**src/rtl/if_id_queue_if.sv**
```systemverilog
// Fetch-to-decode handshake bundle for the instruction buffer.
// master = the fetch/decode environment, slave = the buffer itself.
interface if_id_queue_if #(
   parameter int ADDR_W = 32,
   parameter int INST_W = 32
);
   // Push handshake: a push happens on a cycle where if_valid && if_ready.
   // Pop handshake: a pop happens on a cycle where id_valid && !id_stall.
   // Neither handshake completes on a flush cycle.
   logic              if_valid;
   logic [ADDR_W-1:0] if_pc;
   logic [INST_W-1:0] if_inst;
   logic              if_ready;
   logic              id_stall;
   logic              id_valid;
   logic [ADDR_W-1:0] id_pc;
   logic [INST_W-1:0] id_inst;

   modport master (
      output if_valid, if_pc, if_inst, id_stall,
      input  if_ready, id_valid, id_pc, id_inst
   );

   modport slave (
      input  if_valid, if_pc, if_inst, id_stall,
      output if_ready, id_valid, id_pc, id_inst
   );
endinterface

```
**src/rtl/if_id_queue.sv**
```systemverilog
// Circular instruction buffer between fetch and decode; presents a zero
// bubble when empty and counts instructions handed to decode.
module if_id_queue #(
   parameter int ADDR_W = 32,
   parameter int INST_W = 32,
   parameter int DEPTH  = 4,
   localparam int PTR_W = $clog2(DEPTH),
   localparam int CNT_W = $clog2(DEPTH) + 1
) (
   input  logic             clk,
   input  logic             rst,
   input  logic             flush,
   if_id_queue_if.slave     bus,
   output logic [CNT_W-1:0] count,
   output logic [31:0]      issued_cnt
);

   logic [ADDR_W-1:0] pc_mem   [DEPTH];
   logic [INST_W-1:0] inst_mem [DEPTH];
   logic [PTR_W-1:0]  rd_ptr;
   logic [PTR_W-1:0]  wr_ptr;
   logic              push;
   logic              pop;

   // if_ready looks only at count, so a full buffer refuses a push even
   // when the head is leaving in the same cycle.
   assign bus.if_ready = (count != CNT_W'(DEPTH));
   assign bus.id_valid = (count != '0);
   assign bus.id_pc    = bus.id_valid ? pc_mem[rd_ptr]   : '0;
   assign bus.id_inst  = bus.id_valid ? inst_mem[rd_ptr] : '0;

   assign push = bus.if_valid && bus.if_ready && !flush;
   assign pop  = bus.id_valid && !bus.id_stall && !flush;

   always_ff @(posedge clk) begin
      if (rst) begin
         rd_ptr     <= '0;
         wr_ptr     <= '0;
         count      <= '0;
         issued_cnt <= '0;
      end else if (flush) begin
         rd_ptr <= '0;
         wr_ptr <= '0;
         count  <= '0;
      end else begin
         if (push) wr_ptr <= wr_ptr + PTR_W'(1);
         if (pop) begin
            rd_ptr     <= rd_ptr + PTR_W'(1);
            issued_cnt <= issued_cnt + 32'd1;
         end
         count <= count + CNT_W'(push) - CNT_W'(pop);
      end
   end

   // Storage is never cleared; stale entries are masked by count.
   always_ff @(posedge clk) begin
      if (push) begin
         pc_mem[wr_ptr]   <= bus.if_pc;
         inst_mem[wr_ptr] <= bus.if_inst;
      end
   end

endmodule

```
**src/flat_wrapper.sv**
```systemverilog
// flat-port wrapper written by rule: the top's interface ports become plain ports
module if_id_queue_flat 
#(
   parameter int ADDR_W = 32,
   parameter int INST_W = 32,
   parameter int DEPTH  = 4,
   localparam int PTR_W = $clog2(DEPTH),
   localparam int CNT_W = $clog2(DEPTH) + 1
)
  (clk, rst, flush, count, issued_cnt, bus_if_valid, bus_if_pc, bus_if_inst, bus_id_stall, bus_if_ready, bus_id_valid, bus_id_pc, bus_id_inst);
  if_id_queue_if #(.ADDR_W(ADDR_W), .INST_W(INST_W)) bus_i ();
  input  logic clk;
  input  logic rst;
  input  logic flush;
  output logic [CNT_W-1:0] count;
  output logic [31:0] issued_cnt;
  input wire logic [$bits(bus_i.if_valid)-1:0] bus_if_valid;
  input wire logic [$bits(bus_i.if_pc)-1:0] bus_if_pc;
  input wire logic [$bits(bus_i.if_inst)-1:0] bus_if_inst;
  input wire logic [$bits(bus_i.id_stall)-1:0] bus_id_stall;
  output wire logic [$bits(bus_i.if_ready)-1:0] bus_if_ready;
  output wire logic [$bits(bus_i.id_valid)-1:0] bus_id_valid;
  output wire logic [$bits(bus_i.id_pc)-1:0] bus_id_pc;
  output wire logic [$bits(bus_i.id_inst)-1:0] bus_id_inst;
  assign bus_i.if_valid = bus_if_valid;
  assign bus_i.if_pc = bus_if_pc;
  assign bus_i.if_inst = bus_if_inst;
  assign bus_i.id_stall = bus_id_stall;
  assign bus_if_ready = bus_i.if_ready;
  assign bus_id_valid = bus_i.id_valid;
  assign bus_id_pc = bus_i.id_pc;
  assign bus_id_inst = bus_i.id_inst;
  if_id_queue #(.ADDR_W(ADDR_W), .INST_W(INST_W), .DEPTH(DEPTH)) u_core (.clk(clk), .rst(rst), .flush(flush), .bus(bus_i), .count(count), .issued_cnt(issued_cnt));
endmodule
```
**config.mk**
```make
export PLATFORM = sky130hd
export DESIGN_NAME = if_id_queue_flat
export DESIGN_NICKNAME = d
export VERILOG_FILES = /design/src/rtl/if_id_queue_if.sv /design/src/rtl/if_id_queue.sv /design/src/flat_wrapper.sv
export SDC_FILE = /design/constraint.sdc
export NUM_CORES = 1
export LEC_CHECK = 0
export CAP_MARGIN = 20
export CORE_ASPECT_RATIO = 1.4
export CORE_MARGIN = 2
export CORE_UTILIZATION = 50
export CTS_CLUSTER_SIZE = 20
export DETAILED_ROUTE_END_ITERATION = 8
export PLACE_DENSITY = 0.83
export SLEW_MARGIN = 10
export SYNTH_ARGS = -nofsm -noshare
export SYNTH_HDL_FRONTEND = slang
export SYNTH_SLANG_ARGS = --single-unit
```
**constraint.sdc**
```tcl
create_clock -name clk -period 3.4 [get_ports clk]
set_clock_uncertainty 0.15 [all_clocks]
set_input_delay 0.51 -clock clk [delete_from_list [all_inputs] [get_ports clk]]
set_output_delay 0.51 -clock clk [all_outputs]
set_load 0.1 [all_outputs]
```
# Word level (Yosys, flattened, before mapping)
# Memory sizes are Yosys's and may differ from the RTL's. A register that Yosys moved wholly into a read port is not among the register bits.
# Index checks and enable logic that the tools add are counted.
[totals]
ff_bits = 39
ramBits = 256
in_bits = 69
out_inout_bits = 101
memories = 2
[memory_table]
columns = ["name", "depth", "width", "rd", "rd_ports_with_merged_regs", "wr", "line", "text"]
rows = [
  ["u_core.inst_mem", 4, 32, 1, 1, 1, "if_id_queue.sv:19", "logic [INST_W-1:0] inst_mem [DEPTH];"],
  ["u_core.pc_mem", 4, 32, 1, 1, 1, "if_id_queue.sv:18", "logic [ADDR_W-1:0] pc_mem [DEPTH];"],
]
[op_classes]
addsub = 5
n_eq_ne = 1
muxes = 8
n_bitwise = 1
reduce_logical = 9
[ops]
columns = ["operator", "count"]
rows = [
  ["two-way mux 32 bit", 2],
  ["adder 32 x 1 -> 32 bit (second input constant)", 1],
  ["two-way mux 2 bit", 4],
  ["adder 2 x 1 -> 2 bit (second input constant)", 2],
  ["logical AND 1 bit", 4],
  ["adder 3 x 1 -> 3 bit", 1],
  ["inequality test 3 bit (second input constant)", 1],
  ["nonzero test 3 bit", 1],
  ["subtractor 3 x 1 -> 3 bit", 1],
  ["zero test 1 bit", 2],
  ["two-way mux 1 bit", 2],
  ["AND reduction 2 bit", 1],
  ["OR reduction 2 bit", 1],
  ["NOT 1 bit", 1],
]

# Logic depth before layout (Yosys ltp)
[logic_depth]
ltp_word = 5
mapped_depth = 9

# Worst setup path before layout
# OpenSTA, ideal clock, no wires.
[synth_path]
kind = "register -> register"
start = "register u_core.count[1]"
end = "memory u_core.inst_mem[0][0], enable pin"
setup_time_ns = 0.429
t_arrival_ns = 3.586
required_time_ns = 2.821
slack_ns = -0.765
path_stages_with_launch = 5
path_buffers = 0
synth_period_minus_slack_ns = 4.165
cell_sequence = "dfxtp_1 -> or3b_2 -> nand2_1 -> nor2_1 -> and2_1"
[synth_between]
elab_chain_cells = 5
[synth_rtl]
columns = ["item", "line", "text"]
rows = [
  ["start: declaration", "if_id_queue.sv:14", "output logic [CNT_W-1:0] count,"],
  ["start signal: assignment", "if_id_queue.sv:51", "count <= count + CNT_W'(push) - CNT_W'(pop);"],
  ["inequality test 3 bit", "if_id_queue.sv:27", "assign bus.if_ready = (count != CNT_W'(DEPTH));"],
  ["net bus_if_ready", "flat_wrapper.sv:21", "output wire logic [$bits(bus_i.if_ready)-1:0] bus_if_ready;"],
  ["logical AND 1 bit (2 in a row)", "if_id_queue.sv:32", "assign push = bus.if_valid && bus.if_ready && !flush;"],
  ["net u_core.push", "if_id_queue.sv:22", "logic push;"],
  ["two-way mux 1 bit", "if_id_queue.sv:57", "if (push) begin"],
  ["two-way mux 1 bit (implied by the code)", "if_id_queue.sv:59", "inst_mem[wr_ptr] <= bus.if_inst;"],
  ["end: declaration", "if_id_queue.sv:19", ""],
]
# The timed path passes the listed nets, and every way through them passes these cells.

# Final worst setup path
[layout_path]
start = "register u_core.count[2]"
end = "output port bus_id_inst[8]"
[layout_between]
elab_chain_cells = 2
[layout_rtl]
columns = ["item", "line", "text"]
rows = [
  ["nonzero test 3 bit", "if_id_queue.sv:28", "assign bus.id_valid = (count != '0);"],
  ["two-way mux 32 bit", "if_id_queue.sv:30", "assign bus.id_inst = bus.id_valid ? inst_mem[rd_ptr] : '0;"],
  ["end: declaration", "flat_wrapper.sv:24", "output wire logic [$bits(bus_i.id_inst)-1:0] bus_id_inst;"],
]
# Every way passes these cells.

==> out/metrics.cfg <==
[outcome]
status=complete, no violations

[cts]
cts_buffer_depth=3
tritoncts=built
postCtsSetupBuffers=0
path_clk_slew_ps=70
clkSinkCount=297
hold_buffers=0
cts_buffers=28
clkLatencyLatePin_ps=530
htreeDepth=1
cts-root-buf=clkbuf_16
cts_resized=0

[critical_path]
cpPeakStageDelay_ps=440
endpoint_kind=primary output
critPathKind=reg2out
start_kind=flop
worstPathRequired_ps=2740
crit_chain=nor3_1, inv_2, buf_12, and2_1, buf_4
cpMaxStageDelayCell=nor3_1
path_max_fanout=40
critical_path_arrival_ps=2490

[pwr]
p_leak_nw=4.87
ir_drop_mv=0.465
p_per_area_nw_per_um2=537

[grt]
globalRouteTotalUtil_pct=18.8
grt_max_degree=65
first_global_vias=6735
antenna_found_initial=2
grt-ovfl-total=0
grt_pass1_wl_um=36000

[worst_hold_path]
hp-class=reg2reg

[timing]
setup_tns_ps=0
final_max_slew_viol_count=0
worst_slew_pin_slew_ps=979
relSlewSlack_pct=34.5
hold_viol_final=0
setup_viol=0
min_period_ps=3150
rsz0062_at_grt=false
fmax_mhz=317
finalCritPeriodShare_pct=92.8

[logic_synthesis]
synth_area_leaders=edfxtp_1, mux4_2, dfxtp_1, and2_1, a21oi_1
synth_area_sq_um=11700
synth_edf_count=256
async_flop_share_pct=0
synth_most_common_cell=edfxtp_1
synthTopCellsByCount=edfxtp_1, and2_1, mux4_2, dfxtp_1, a21oi_1
synth_seq_cells=297
synthFlopType=edfxtp_1
synth_nets=719
ys_types=37
yosysTopAreaCellShare_pct=65.9
synth_top_cell_by_area=edfxtp_1
synth_cells=642
yosysSeqAreaShare_pct=72.9
postSynthAreaPerCell_sq_um=18.2
yosysWarnings=0

[final_layout]
drive_above_1_share_pct=28.0
synthToLayoutAreaGrowth_pct=24.7
instances_no_fill=1151
fill_cells=1642
final_nets=900
antennaDiodeCount=0

[run]
cap_violations=0

[floorplan]
initial_utilization_pct=50.5
fp.dieW_um=133
io_pins=170
placementRows=66
die_y_um=185
fp.dieArea_sq_um=24600
coreArea_sq_um=23100

[drt]
routedWlPerCell_um=20.3
first_pass_iters=5
via_per_inst=5.59
totalWireLength_um=23400
drc_errors=0
drt-initial-drc-count=349
vias=6439
ant_nets=0

[placed_design]
portBuffers=169
gp_congestion=0.853
place_inst=1099
hpwl_um=14700

cell usage in the layout (no fill, tap or decap), types with 9 or more instances in the layout:
master / netlist / final
mux4_2: 64 / 64
nand4_1: 10 / 10
or4_1: 13 / 13
o31ai_1: 13 / 13
nor2_1: 18 / 18
and2_2: 0 / 9
nand2_1: 10 / 10
clkdlybuf4s50_1: 0 / 77
edfxtp_1: 256 / 256
dfxtp_1: 41 / 39
nand3_1: 15 / 15
buf_4: 1 / 96
inv_1: 10 / 9
buf_12: 0 / 11
and2_1: 71 / 58
clkbuf_16: 0 / 29
a21oi_1: 23 / 23
power by group:
| part | leakage (nW) | internal (mW) | switching, mW |
|---|---|---|---|
| clock | 0.444 | 1.78 | 1.28 |
| combinational | 1.77 | 0.219 | 0.503 |
| sequential | 2.66 | 4.02 | 0.0184 |
state kept, by name, indices dropped and copies added, names as in the netlist, named ones only:
name	flops
u_core.inst_mem	128
u_core.pc_mem	128
u_core.issued_cnt	32
u_core.count	3
u_core.rd_ptr	2
u_core.wr_ptr	2
logic make-up (layout without fill, tap and decap cells):
family                   after synthesis  in the layout  synth area share (%)
flip-flops                           297            297                  72.9
buffers and inverters                 43            246                  1.60
AO/OA/AOI/OAI                         46             46                  2.33
multiplexers                          67             67                  12.6
AND/OR/NAND/NOR                      169            169                  8.75
adder cells (fa/ha/maj)                8              8                 0.922
XOR/XNOR                              12             12                 0.900
routing by layer:
layer	global-route usage, %	wire (um)
met3	3.86	1570
met1	22.6	9050
met2	34.6	12300
met4	5.28	478
met5	0	0
final cells by class:
class,count,area (sq um),share of cell area [%]
Timing Repair Buffer,184,1710,11.8
Clock buffer,33,741,5.09
Sequential cell,297,8520,58.5
Inverter,10,37.5,0.258
Multi-Input combinational cell,302,3000,20.6
Clock inverter,19,171,1.18
Tap cell,306,383,2.63
metrics by stage:
step | power, mW | utilization (%) | instance area [sq um] | worst slack, ps | hold WS (ps)
after detailed placement | 4.84 | 59.0 | 13600 | 522 | 328
after CTS | 7.89 | 63.0 | 14600 | 172 | 337
after global placement | 4.83 | 59.0 | 13600 | 572 | 313
after global routing | 8.06 | 63.0 | 14600 | 68.3 | 370
after floorplan | 4.59 | - | 11700 | 44.5 | 319
final | 7.82 | 63.0 | 14600 | 245 | 334
critical path: cells and delay by family (launching register included):
kind | cells | cell delay, ps
buffers and inverters | 3 | 990
and+or+nand+nor | 2 | 620
DFF | 1 | 350
final timing paths:
check | cells past startpoint | startpoint | endpoint | slack, ps
max | 5 | u_core.count[2] | bus_id_inst[8] | 250
max reg2reg | 5 | u_core.count[1] | u_core.issued_cnt[19] | 710
min reg2reg | 2 | u_core.issued_cnt[31] | u_core.issued_cnt[31] | 330
min | 2 | u_core.issued_cnt[31] | u_core.issued_cnt[31] | 330
No activity file was read; power rests on OpenSTA's default activity.
